`src/rtl/nibble_adder_pkg.sv`:
```
// -----------------------------------------------------------------------------
// nibble_adder_pkg
//
// Shared definitions for the nibble-serial adder.
//   NIBBLE_W : width of one nibble; matches the operand width of full_adder.
//   state_t  : control FSM states of nibble_serial_adder.
// -----------------------------------------------------------------------------
package nibble_adder_pkg;

  localparam int NIBBLE_W = 4;

  typedef enum logic [1:0] {
    IDLE, // waiting for operands, in_ready high
    RUN,  // one nibble per cycle through full_adder
    DONE  // result presented, waiting for out_ready
  } state_t;

endpackage : nibble_adder_pkg

```
`src/rtl/full_adder.sv`:
```
// -----------------------------------------------------------------------------
// full_adder
//
// 4-bit combinational adder: {cout, sum} = a + b + cin.
//
// Ports
//   a    in  4  operand A
//   b    in  4  operand B
//   cin  in  1  carry in
//   sum  out 4  sum nibble
//   cout out 1  carry out
// -----------------------------------------------------------------------------
module full_adder (
  input  logic [3:0] a,
  input  logic [3:0] b,
  input  logic       cin,
  output logic [3:0] sum,
  output logic       cout
);

  // Widen every term to 5 bits so the carry out is captured explicitly.
  assign {cout, sum} = {1'b0, a} + {1'b0, b} + {4'b0000, cin};

endmodule : full_adder

```
`src/rtl/nibble_serial_adder.sv`:
```
// -----------------------------------------------------------------------------
// nibble_serial_adder
//
// Wide adder that reuses a single 4-bit full_adder, processing one nibble per
// cycle from least significant to most significant and carrying between
// nibbles in a register. Operands arrive on a valid/ready handshake and the
// result leaves on another one.
//   {out_cout, out_sum} = in_a + in_b + in_cin   (mod 2^(W+1))
//
// Latency from acceptance edge to out_valid is NIBBLES cycles; with out_ready
// tied high a new operation can start every NIBBLES+2 cycles.
//
// Parameters
//   NIBBLES   nibbles per operand (2..16); W = 4*NIBBLES
//
// Ports
//   clk        in  1  rising-edge clock
//   rst        in  1  synchronous reset, active high
//   in_valid   in  1  operands presented
//   in_ready   out 1  block can accept operands (IDLE only)
//   in_a       in  W  operand A
//   in_b       in  W  operand B
//   in_cin     in  1  carry into nibble 0
//   out_valid  out 1  result available (DONE only)
//   out_ready  in  1  consumer accepts result
//   out_sum    out W  sum; held until the next result replaces it
//   out_cout   out 1  carry out of the top nibble
// -----------------------------------------------------------------------------
module nibble_serial_adder
  import nibble_adder_pkg::*;
#(
  parameter  int NIBBLES = 4,
  localparam int W       = NIBBLE_W * NIBBLES
) (
  input  logic         clk,
  input  logic         rst,
  input  logic         in_valid,
  output logic         in_ready,
  input  logic [W-1:0] in_a,
  input  logic [W-1:0] in_b,
  input  logic         in_cin,
  output logic         out_valid,
  input  logic         out_ready,
  output logic [W-1:0] out_sum,
  output logic         out_cout
);

  localparam int                IDX_W    = $clog2(NIBBLES);
  localparam logic [IDX_W-1:0] LAST_IDX = IDX_W'(NIBBLES - 1);

  // ---------------------------------------------------------------------------
  // State
  // ---------------------------------------------------------------------------
  state_t             state;
  logic [IDX_W-1:0]   idx;      // nibble currently being added
  logic               carry;    // carry into nibble idx
  logic [W-1:0]       a_reg;    // operands latched at acceptance
  logic [W-1:0]       b_reg;
  logic [W-1:0]       acc;      // partial result, nibbles below idx valid

  logic               accept;

  // full_adder connections
  logic [NIBBLE_W-1:0] fa_a;
  logic [NIBBLE_W-1:0] fa_b;
  logic [NIBBLE_W-1:0] fa_sum;
  logic                fa_cout;

  logic [W-1:0]        next_acc;

  // in_ready is registered and only ever high in IDLE, so it alone qualifies
  // the input handshake; in_valid is ignored in every other state.
  assign accept = in_valid && in_ready;

  // ---------------------------------------------------------------------------
  // Nibble datapath: operand mux -> full_adder -> result nibble insert
  // ---------------------------------------------------------------------------
  assign fa_a = a_reg[NIBBLE_W*idx +: NIBBLE_W];
  assign fa_b = b_reg[NIBBLE_W*idx +: NIBBLE_W];

  full_adder u_full_adder (
    .a    (fa_a),
    .b    (fa_b),
    .cin  (carry),
    .sum  (fa_sum),
    .cout (fa_cout)
  );

  // NOTE: every signal assigned in always_comb gets a full default first so
  // no path leaves it unassigned and no latch is inferred.
  always_comb begin
    next_acc                          = acc;
    next_acc[NIBBLE_W*idx +: NIBBLE_W] = fa_sum;
  end

  // ---------------------------------------------------------------------------
  // Operand and accumulator registers
  // ---------------------------------------------------------------------------
  // NOTE: pure datapath registers are left without reset; they are always
  // written before being read (operands at acceptance, every accumulator
  // nibble during RUN), so a reset would only add a mux on each bit.
  always_ff @(posedge clk) begin
    if (accept) begin
      a_reg <= in_a;
      b_reg <= in_b;
    end
    if (state == RUN) begin
      acc <= next_acc;
    end
  end

  // ---------------------------------------------------------------------------
  // Control FSM with registered handshake outputs
  // ---------------------------------------------------------------------------
  // NOTE: sequential state uses non-blocking assignments only, so every
  // register samples the pre-edge values regardless of statement order.
  always_ff @(posedge clk) begin
    if (rst) begin
      // Aborts any operation in flight and clears the visible result.
      state     <= IDLE;
      idx       <= '0;
      carry     <= 1'b0;
      in_ready  <= 1'b0;
      out_valid <= 1'b0;
      out_sum   <= '0;
      out_cout  <= 1'b0;
    end else begin
      case (state)
        IDLE: begin
          in_ready <= 1'b1;
          if (accept) begin
            state    <= RUN;
            idx      <= '0;
            carry    <= in_cin;
            in_ready <= 1'b0;
          end
        end

        RUN: begin
          carry <= fa_cout;
          idx   <= idx + 1'b1;
          if (idx == LAST_IDX) begin
            // Publish the whole result at once so out_sum never shows a
            // half-updated mix of the old and new sums.
            state     <= DONE;
            idx       <= '0;
            out_valid <= 1'b1;
            out_sum   <= next_acc;
            out_cout  <= fa_cout;
          end
        end

        DONE: begin
          if (out_ready) begin
            state     <= IDLE;
            out_valid <= 1'b0;
            in_ready  <= 1'b1;
          end
        end

        default: begin
          state     <= IDLE;
          idx       <= '0;
          in_ready  <= 1'b0;
          out_valid <= 1'b0;
        end
      endcase
    end
  end

endmodule : nibble_serial_adder

```
`config.mk`:
```
export PLATFORM = sky130hd
export DESIGN_NAME = nibble_serial_adder
export DESIGN_NICKNAME = d
export VERILOG_FILES = /design/src/rtl/nibble_adder_pkg.sv /design/src/rtl/full_adder.sv /design/src/rtl/nibble_serial_adder.sv
export SDC_FILE = /design/constraint.sdc
export NUM_CORES = 1
export LEC_CHECK = 0
export ABC_AREA = 1
export CAP_MARGIN = 20
export CELL_PAD_IN_SITES_DETAIL_PLACEMENT = 1
export CELL_PAD_IN_SITES_GLOBAL_PLACEMENT = 1
export CORE_AREA = 4 4 112 88
export DETAILED_ROUTE_END_ITERATION = 8
export DIE_AREA = 0 0 116 92
export PLACE_DENSITY = 0.71
export SLEW_MARGIN = 20
export SYNTH_ARGS = -nofsm -noshare
export SYNTH_HDL_FRONTEND = slang
export SYNTH_SLANG_ARGS = --single-unit
```
`constraint.sdc`:
```
create_clock -name clk -period 2.4 [get_ports clk]
set_input_delay 0.48 -clock clk [delete_from_list [all_inputs] [get_ports clk]]
set_output_delay 0.48 -clock clk [all_outputs]
set_load 0.1 [all_outputs]
```
Yosys cells after proc, flatten, opt, wreduce, memory -nomap -nowiden. Index checks and enable logic that the tools add are counted.

$add $sub $neg: 4. $mul: 0. Div/mod/pow operators: 0. $lt $le $gt $ge: 0. Equal/unequal tests: 6. Shifts and indexed selects: 4. Multiplexer cells: 16. Bitwise operators: 3. Reductions and logical operators: 9.

Operators by type and width (count): negation 4 -> 34 bit (1); variable shift 4 x 34 -> 16 bit (first input constant) (1); indexed part select 4 x 34 -> 16 bit (1); indexed part select 16 x 5 -> 4 bit (2); bitwise mux 16 bit (1); case mux 2 bit (3 select lines) (2); two-way mux 2 bit (5); AND reduction 2 bit (4); case mux 1 bit (3 select lines) (2); AND reduction 3 bit (2); adder 4 x 4 -> 5 bit (1); adder 5 x 1 -> 5 bit (1); two-way mux 1 bit (5); equality test 2 bit (second input constant) (2); != test 2 bit (second input constant) (2); inverter 1 bit (3); adder 2 x 1 -> 2 bit (second input constant) (1); equality test 2 x 1 -> 1 bit (second input constant) (1); zero test 2 bit (1); != test 2 x 1 -> 1 bit (second input constant) (1); case mux 1 bit (2 select lines) (1); nonzero test 2 bit (1); logical AND 1 bit (1).

Flip-flop bits (word level): 72. Bits in latches: 0. Bits in writable memories: 0. Bits in read-only memories: 0. Input bits: 37. Output and inout bits: 19. Word-level logic and storage cells: 52. Memories kept: 0.

Depth between registers and ports, before layout.
Depth after elaboration: 5. Gate-level depth with buffers: 16. Depth with buffers taken out: 14.

By module. Synthesis repeated with hierarchy kept, for this count alone.

Cell total of the unflattened synthesis: 354. Area total of the unflattened synthesis: 3284.4 sq um.

By module, submodules not included: nibble_serial_adder (instances 1, cells each 329, area each 3119.2 sq um, seq. area each 1921.8 sq um); full_adder (instances 1, cells each 25, area each 165.2 sq um, seq. area each 0.0 sq um).

Worst setup path after synthesis. OpenSTA, ideal clock, no wires.

Path kind: reg2reg. Start: reg idx[0]. End: reg out_sum[13]. Library setup time: 56 ps. Arrival time: 2335 ps. Required time: 2344 ps. Setup slack: 9 ps. Stages on the path, launching flop included: 14. Buffers on the path: 2. Period minus slack after synthesis: 2391 ps. Path through: dfxtp_1 > clkbuf_2 > inv_2 > buf_2 > nor2_1 > o22ai_1 > fa_1 > inv_1 > fa_1 > nor2_1 > nand2_1 > o21ai_0 > o21ai_0 > inv_1.

Longest elaborated chain between the ends: 5. Elaborated cells between the ends (all ways): 10. Classes of those cells: 3 x add/sub; 1 x eq/ne; 4 x shift; 1 x mux; 1 x reduce/logical.

RTL lines: start, declared (RTL line nibble_serial_adder.sv:55) `logic [IDX_W-1:0] idx;`; start signal, assigned (RTL line nibble_serial_adder.sv:141) `idx <= idx + 1'b1;`; indexed part select 16 x 5 -> 4 bit (on tied branches) (RTL line nibble_serial_adder.sv:78, nibble_serial_adder.sv:79); adder 4 x 4 -> 5 bit (RTL line full_adder.sv:22) `assign {cout, sum} = {1'b0, a} + {1'b0, b} + {4'b0000, cin};`; adder 5 x 1 -> 5 bit (RTL line full_adder.sv:22); indexed part select 4 x 34 -> 16 bit (RTL line nibble_serial_adder.sv:93) `next_acc[NIBBLE_W*idx +: NIBBLE_W] = fa_sum;`; bitwise mux 16 bit * (RTL line nibble_serial_adder.sv:93); named net next_acc[13] (RTL line nibble_serial_adder.sv:69) `logic [W-1:0] next_acc;`; end signal, assigned (RTL line nibble_serial_adder.sv:148) `out_sum <= next_acc;`; end, declared (RTL line nibble_serial_adder.sv:44) `output logic [W-1:0] out_sum,`.

The timed path passes the listed nets; every way through them passes the cells marked *. A chain may end at the register's enable or synchronous reset.

Final worst setup path.
Start: reg idx[0]. End: reg out_sum[9].

The elaborated chain is that of the path after synthesis.

==> results.tsv <==
metric	value	unit
status	finished clean	
htree_levels	3	
fin_crit_sh	0.9582	
fmax	0.4349	GHz
hold_buffers	0	
reg2reg_to	out_sum[9]$_SDFFE_PP0P_	
path_clk_slew	0.05	ns
drcViolationCount	0	
grt-ovfl-total	0	
synth_edf_count	48	
r2r-start	idx[0]$_SDFFE_PP0P_	
synth_most_common_cell	edfxtp_1	
worstPathRequired	2.62	ns
synth_area	0.003084	mm2
grtUsageTotal	0.1463	
synth_common_cells	edfxtp_1, inv_1, nand2_1, o21ai_0, dfxtp_1	
synthFlopType	edfxtp_1	
ys_warn_count	0	
avgSynthCellArea	10.64	um2
dr.pass1.iters	4	
ys_types	30	
r2r.worst_path.cells	11	
hp-class	reg -> reg	
worst_setup_path_start_kind	flip-flop	
antenna_cells	0	
grt_first_pass_wirelength	12000	um
start_util	0.3511	
synthToLayoutAreaGrowth	33.91	%
r2r_slack	0.10	ns
regArea	0.001929	mm2
num_rows	30	
drtIter0Drc	111	
die_w	116	um
critical_path_class	reg -> reg	
synthesis.nets	338	
tns	0	ns
synth_top_area_share	0.4673	
finalHoldViolCount	0	
clock-sinks	72	
grt_max_degree	33	
multiInputGateArea	975.9	um2
vias	2295	
die-area	0.01067	mm2
max_slew.worst_pin.slew	0.4210	ns
yosys-top-cells-area	edfxtp_1, dfxtp_1, inv_1	
synth_seq_cells	72	
io_pins	56	
antenna_left	0	
hold_depth	2	
hold_start	in_ready$_SDFFE_PP0P_	
ys_async_sr_fraction	0	
syn_inst	290	
cts_tree	built	
io_buffers	55	
core	0.008783	mm2
cts_max_path_buffers	2	
maxCapViolCount	0	
fin_area	0.004130	mm2
cp_max_fo	9	
maxSlewHeadroom	0.7169	
grt_pass1_vias	2405	
powerDensity	741.9	mW/mm2
nets	410	
drv_slew	0	
antenna_found_initial	0	
synth.largest_area_cell	edfxtp_1	
place_area	0.003751	mm2
routed_via_density	4.791	
p_leak	1.786	nW
cp-end-kind	flip-flop	
cts-root-buf	clkbuf_16	
wire_per_inst	15.19	um
finalWirelength	7278	um
die_h	92	um
skew	0.003121	ns
seq_area_frac_synth	0.6231	
cts_buffers	9	
layout-drive-gt1-share	0.1853	
clk_latency	0.33	ns
dpl.hpwl	5394	um
min_to	in_ready$_SDFFE_PP0P_	
fin_crit	2.300	ns
setup_violations	0	
peakVddDrop	0.0004125	V
fill_cells	970	
place_congestion	0.7663	
cp_data_arrival_time	2.52	ns
## power by group
group          total (mW)  switching (mW)  internal (mW)  leakage [nW]
registers            1.41          0.0225           1.39         0.640
clock network        1.27           0.477          0.793         0.145
logic               0.380           0.216          0.163          1.00
## placed cells by master, fill, tap and decap left out, types with 3 or more instances in the layout
cell | synthesis | layout
a21oi_1 | 8 | 8
buf_4 | 1 | 33
clkbuf_16 | 0 | 9
clkdlybuf4s50_1 | 0 | 36
clkinv_2 | 0 | 5
dfxtp_1 | 24 | 22
edfxtp_1 | 48 | 48
ha_1 | 9 | 9
inv_1 | 42 | 40
inv_2 | 3 | 3
nand2_1 | 40 | 39
nand3_1 | 7 | 7
nand4_1 | 4 | 4
nor2_1 | 20 | 18
o21a_1 | 6 | 6
o21ai_0 | 29 | 23
o21ai_1 | 8 | 12
o21bai_1 | 11 | 11
o22ai_1 | 9 | 8
## timing repair
item,4_1_cts,5_1_grt
setup endpoints to repair,10,13
pin swaps,0,8
setup buffers,0,5
resized for setup,6,19
## logic make-up after synthesis
family	Yosys count	share of synthesized area
AO/OA/AOI/OAI	79	0.1542
adder cells (fa/ha/maj)	11	0.04949
flip-flops	72	0.6231
buffers and inverters	54	0.07140
AND/OR/NAND/NOR	74	0.1018
## layout make-up
class / instances / share of cell area
inverter: 45 / 0.04211
clock buffer: 9 / 0.05453
tap: 112 / 0.03393
timing repair buffer: 70 / 0.1509
multi-input combinational: 164 / 0.2363
clock inverter: 7 / 0.01515
sequential: 72 / 0.4671
## critical path: stages, from the launching register on
cell      delay (ns)
dfxtp_4         0.37
inv_4           0.08
buf_4           0.17
nand2_1         0.08
a32oi_2         0.26
inv_1           0.10
fa_2            0.55
nor2_2          0.06
buf_4           0.13
a22o_1          0.20
o21bai_1        0.14
inv_1           0.05
## how the worst max path moves through the flow
stage                             start                        to  slack (ns)  cells after the start
floorplan           idx[0]$_SDFFE_PP0P_  out_sum[13]$_SDFFE_PP0P_       0.009                     13
global placement    idx[0]$_SDFFE_PP0P_   out_sum[5]$_SDFFE_PP0P_        0.02                     11
global route         a_reg[8]$_DFFE_PP_  out_sum[13]$_SDFFE_PP0P_       -0.02                     10
CTS                 idx[1]$_SDFFE_PP0P_  out_sum[13]$_SDFFE_PP0P_        0.02                     11
detailed placement  idx[0]$_SDFFE_PP0P_  out_sum[13]$_SDFFE_PP0P_       -0.07                     10
finish              idx[0]$_SDFFE_PP0P_   out_sum[9]$_SDFFE_PP0P_        0.10                     11
## per-stage QoR
stage               power [mW]  setup slack [ns]  hold WS, ns  instances  utilization
CTS                      3.080           0.02236       0.4967        474       0.4615
global route             3.214          -0.01524       0.5276        479       0.4702
detailed placement       1.788          -0.06985       0.4877        458       0.4271
finish                   3.064            0.1004       0.4897        479       0.4702
floorplan                1.638          0.009068       0.4741        290            -
global placement         1.776           0.02430       0.4733        458       0.4271
## per-layer routing
metal / wire length, um / track usage
met1: 3628 / 0.2017
met2: 3315 / 0.2184
met3: 295 / 0.05277
met4: 38 / 0.03768
met5: 0 / 0
Power figures use the tool's default switching activity.
==> RTL change 1 (same settings) <==
The parameter `NIBBLES` goes from 4 to 2. Comments in the files are not updated.
--- a/src/rtl/nibble_serial_adder.sv
+++ b/src/rtl/nibble_serial_adder.sv
@@ -31,3 +31,3 @@
 #(
-  parameter  int NIBBLES = 4,
+  parameter  int NIBBLES = 2,
   localparam int W       = NIBBLE_W * NIBBLES
Ports: changed (resized in_a, in_b and out_sum); port bits go from 56 to 32. No check against the original RTL was run, so the function may have changed too.
==> RTL change 1 against the original RTL <==
  * Worst setup slack improved by 0.14 ns
  * Highest routed layer unchanged
  * Wire length decreased by 50%
  * First-iteration DRC count decreased by 50%
  * Sequential power decreased by 48%
  * Area after synthesis decreased by 49%
  * Largest cell class unchanged
  * Sequential cell count decreased by 35
  * Total power decreased by 48%
  * Clock skew decreased by 0.00087 ns
  * Core utilization decreased by 23 points
  * Cell area decreased by 49%
==> RTL change 1: results (changes against the original RTL) <==
Outcome
  – Status: completed

Cells and area
  – Nets: 216 (-47%)
  – Share of cells above drive strength 1: 13.61% (-4.9 points)

Global routing
  – First-pass GRT wire length: 5940 um (-50%)
  – GR Util All Layers: 7.369% (-7.3 points)
  – Largest net degree at the start of global routing: 17 (-48%)
  – Number of global-route vias before repair: 1,200 (-50%)

CTS
  – Post-CTS sizing: 0 (-6)
  – Worst skew pair latency: 0.28 ns (-0.05 ns)
  – H-Tree Depth: 2 (-1)
  – Clk root buf: clkbuf_16
  – TritonCTS Buffers: 5 (-4)

Place
  – Cell count after placement: 295 (-36%)
  – Setup WS pre-CTS: 0.2183 ns (+0.2882 ns)
  – Final HPWL from detailed placement: 2744 um (-49%)
  – IO Port Bufs: 31 (-44%)
  – Gpl congestion: 0.7456 (-2.7%)

Routing
  – Routed wl met3: 229 um (-22%)
  – M1 WL: 1800 um (-50%)
  – WL final: 3615 um (-50%)
  – Post-DR wirelength/cell: 11.93 um (-21%)
  – Met2 WL: 1548 um (-53%)
  – Via/cell ratio: 3.749 (-22%)

Timing
  – Clock skew: 0.002249 ns (-0.0008715 ns)
  – Worst Max-Slew Pin Slew: 0.5878 ns (+0.1668 ns)

Pwr
  – Net load switching power: 405.8 uW (-43%)
  – VDD IR max: 0.2641 mV (-36%)
  – Leakage power: 0.0008375 uW (-53%)

Logic synthesis
  – Top post-synthesis cells by count: 44 x nand2_1, 22 x edfxtp_1, 15 x dfxtp_1, 14 x inv_1, 13 x a21oi_1
  – Synthesized Nets: 181 (-46%)
  – Sequential share of the synthesized area: 60.52% (-1.8 points)
  – Count of different cell masters after synthesis: 26 (-13%)
  – Synth Area per Inst: 10.24 um^2 (-3.7%)

Critical path
  – CP Max Fanout: 14 (+5)
  – R2R cell count: 7 (-4)
  – Worst endpoint data arrival time: 2.38 ns (-0.14 ns)
-- RTL change 1: changes by cell type after synthesis, moves of 3 or more --
cell	unedited run	this run
o21ai_0	29	12
inv_1	42	14
o21bai_1	11	0
a21oi_1	8	13
nand4_1	4	0
o21a_1	6	1
o22ai_1	9	0
dfxtp_1	24	15
ha_1	9	3
buf_2	4	1
o21ai_1	8	0
nand2_1	40	44
nor2_1	20	4
edfxtp_1	48	22
-- RTL change 1: final cells by class --
class                   count  area (um^2)
fillers                  1048         6660
flip-flops and latches     37        960.9
multi-input cells          97        525.5
repair buffers             33        297.8
well taps                 112        140.1
clock buffers               7        132.6
inverters                  16        62.56
clock inverters             1        3.754
-- RTL change 1: power by group through the flow --
stage	Sequential (uW)	Combinational, uW	Clock [uW]
2_1_floorplan	776	135	0
3_3_place_gp	746	240	0
3_5_place_dp	748	249	0
4_1_cts	735	250	634
5_1_grt	737	277	669
6_report	734	246	616
-- RTL change 1: layer usage --
metal  vias up  global-route usage [%]
met4         0                   2.319
met5         -                       0
li1        583                       -
met3         4                   3.496
met2        26                   10.92
met1       523                   9.445
-- RTL change 1: worst paths after layout --
check	start	end	slack, ns
worst max-delay path	idx	out_sum[5]	0.24
worst min-delay path	out_sum[3]	out_sum[3]	0.44
worst max register to register	idx	out_sum[5]	0.24
worst min register to register	out_sum[3]	out_sum[3]	0.44
-- RTL change 1: logic make-up (layout without fill, tap and decap cells) --
kind of cell / Yosys count / count (layout) / synth area share (%)
AO/OA/AOI/OAI: 29 / 29 / 9.930
XOR/XNOR: 1 / 1 / 0.5517
adder cells (fa/ha/maj): 5 / 5 / 4.886
buffers and inverters: 21 / 57 / 6.383
flip-flops: 37 / 37 / 60.52
multiplexers: 2 / 2 / 1.261
AND/OR/NAND/NOR: 60 / 60 / 16.47
-- RTL change 1: metrics by stage --
step	power, uW	cell area, um^2	util (%)
finish	1596	2123	24.17
floorplan	911.1	1588	-
global route	1683	2123	24.17
detailed placement	996.8	1987	22.62
CTS	1619	2123	24.17
global placement	986.4	1987	22.62
-- RTL change 1: worst max-delay path: stages (launching register included) --
cell     delay, ns
dfxtp_1       0.50
inv_4         0.15
or2_2         0.29
o21ai_0       0.15
fa_1          0.51
o21ai_0       0.26
nand2_1       0.10
a21oi_1       0.14
==> RTL change 2 (same settings) <==
Without the edit above. The 3 states of `state_t` get a one-hot encoding in 3 bits.
--- a/src/rtl/nibble_adder_pkg.sv
+++ b/src/rtl/nibble_adder_pkg.sv
@@ -11,6 +11,6 @@
 
-  typedef enum logic [1:0] {
-    IDLE, // waiting for operands, in_ready high
-    RUN,  // one nibble per cycle through full_adder
-    DONE  // result presented, waiting for out_ready
+  typedef enum logic [2:0] {
+    IDLE = 3'b001, // waiting for operands, in_ready high
+    RUN  = 3'b010,  // one nibble per cycle through full_adder
+    DONE = 3'b100  // result presented, waiting for out_ready
   } state_t;
Formal check against the unedited RTL: same outputs for any inputs over 10 cycles, from zero or initial values and one cycle with rst high; not proved beyond that.
==> RTL change 2 against the original RTL <==
  * Hold slack lost 0.026 ns
  * Cell area is 3.3% higher
  * Total power is 5.4% higher
  * Worst setup slack got worse by 0.0083 ns
  * Area after synthesis rose by 1.7%
  * Sequential cell count up 1
  * Count of clock-buffer cells in the layout is 1 higher
  * Wire length up 14%
  * Largest power group is now the clock network
  * Clock skew up 0.0031 ns
==> RTL change 2: results (changes against the original RTL) <==
CTS
  – H-Tree Depth: 3 (unchanged)
  – Clock tree buffer depth: 2 (unchanged)
  – Worst skew pair latency: 0.35 ns (+0.02 ns)
  – # hold bufs at CTS: 0 (unchanged)
  – TritonCTS Buffers: 9 (unchanged)
  – Clock transition at path regs: ~0.06 ns
  – Clk root buf: clkbuf_16

Global routing
  – GR Util All Layers: 16.55% (+1.9 points)
  – Largest net degree at the start of global routing: 33 (unchanged)
  – Initial antenna violation count: 0 (unchanged)
  – First-pass GRT wire length: 13,320 um (+11%)
  – Number of global-route vias before repair: 2,711 (+13%)

Cells and area
  – Number of diodes: 0 (unchanged)
  – Share of cells above drive strength 1: 18.64% (+0.11 points)
  – Nets: 424 (+3.4%)

Logic synthesis
  – Predominant post-synthesis flop cell: edfxtp_1
  – Cell taking the most area after synthesis: edfxtp_1
  – Count of different cell masters after synthesis: 28 (-6.7%)
  – Synthesized Nets: 353 (+4.4%)
  – Top post-synthesis cells by count: 57 x nand2_1, 48 x edfxtp_1, 34 x inv_1, 34 x o21ai_0, 25 x dfxtp_1
  – Number of synthesized flops with an enable pin: 48 (unchanged)
  – Sequential share of the synthesized area: 61.88% (-0.43 points)
  – Ys Warns: 0 (unchanged)
  – Top post-synthesis cells by area: edfxtp_1 46%, dfxtp_1 16%, nand2_1 6.8%
  – Async S/R FF share, synth: 0% (unchanged)

Place
  – Gpl congestion: 0.7856 (+2.5%)
  – IO Port Bufs: 55 (unchanged)
  – Final HPWL from detailed placement: 5781 um (+7.2%)
  – Placed Area: 0.003812 mm^2 (+1.6%)
  – Setup WS pre-CTS: 0.01037 ns (+0.08021 ns)

Critical path
  – CP Max Fanout: 7 (-2)
  – Worst endpoint data arrival time: 2.58 ns (+0.06 ns)

Pwr
  – VDD IR max: 0.4294 mV (+4.1%)
  – Leakage power: 0.001726 uW (-3.4%)

Timing
  – Worst Max-Slew Pin Slew: 0.4621 ns (+0.04106 ns)
  – Clock skew: 0.006271 ns (+0.003150 ns)

Outcome
  – Status: completed

Hold path
  – Hold WC Path Type: flop to flop

Routing
  – Post-DR wirelength/cell: 16.84 um (+11%)
  – DRT iter0 DRCs: 121 (+9.0%)
  – Drt pass-1 iters: 4 (unchanged)
  – Via/cell ratio: 4.919 (+2.7%)
-- RTL change 2: changes by cell type after synthesis, sizes merged, moves of 3 or more --
cell,before,now
inv,45,35
nand2,41,58
o21bai,11,1
o211ai,0,3
nand3,7,12
o21a,6,9
a21oi,8,17
-- RTL change 2: cell type report --
class,instances,area (um^2)
multi-input combinational,185,1072
inverter,37,145.1
clock buffer,10,229.0
sequential,73,1947
tap,112,140.1
fill,987,4516
timing repair buffer,70,628.1
clock inverter,6,106.4
-- RTL change 2: stage by stage --
stage	instances	hold WS [ns]	util, %	power (uW)
finish	493	0.4637	48.59	3229
floorplan	305	0.4691	-	1577
detailed placement	473	0.4576	43.40	1706
global placement	473	0.4535	43.40	1694
global route	493	0.4950	48.59	3347
CTS	489	0.4669	47.24	3246
-- RTL change 2: repair_timing --
action | 4_1_cts | 5_1_grt
buffers inserted | 0 | 4
pin swaps | 0 | 8
gates resized for setup | 2 | 32
setup endpoints to repair | 4 | 23
-- RTL change 2: cells by family after synthesis --
group	count (synthesis)	synth area share (%)
AND/OR/NAND/NOR	98	13.28
AO/OA/AOI/OAI	75	13.40
adder cells (fa/ha/maj)	11	4.865
flip-flops	73	61.88
XOR/XNOR	1	0.2792
buffers and inverters	47	6.299
-- RTL change 2: final timing paths --
kind	startpoint	to	slack [ns]	cells after the start
setup / recovery	idx[0]	out_sum[5]	0.09	9
hold / removal	out_valid	out_valid	0.46	2
setup reg to reg	idx[0]	out_sum[5]	0.09	9
hold reg to reg	out_valid	out_valid	0.46	2
-- RTL change 2: metal layers --
metal | wire, um | vias to the layer above | GRT usage (%)
met5 | 0 | - | 0
met4 | 202 | 0 | 7.053
met3 | 380 | 19 | 6.398
met2 | 4130 | 54 | 26.68
met1 | 3588 | 1168 | 19.61
li1 | - | 1184 | -
-- RTL change 2: report_power, final --
part           internal [uW]  switching, uW
clock network           1010            522
registers               1390           22.6
logic                    119            162
-- RTL change 2: critical path, stage by stage, from the launching register on --
cell     delay (ns)
dfxtp_4        0.38
buf_12         0.14
nor2_4         0.10
o22ai_2        0.10
fa_2           0.43
fa_2           0.59
nand3_1        0.10
o21ai_1        0.18
nand2_1        0.07
a21oi_1        0.13
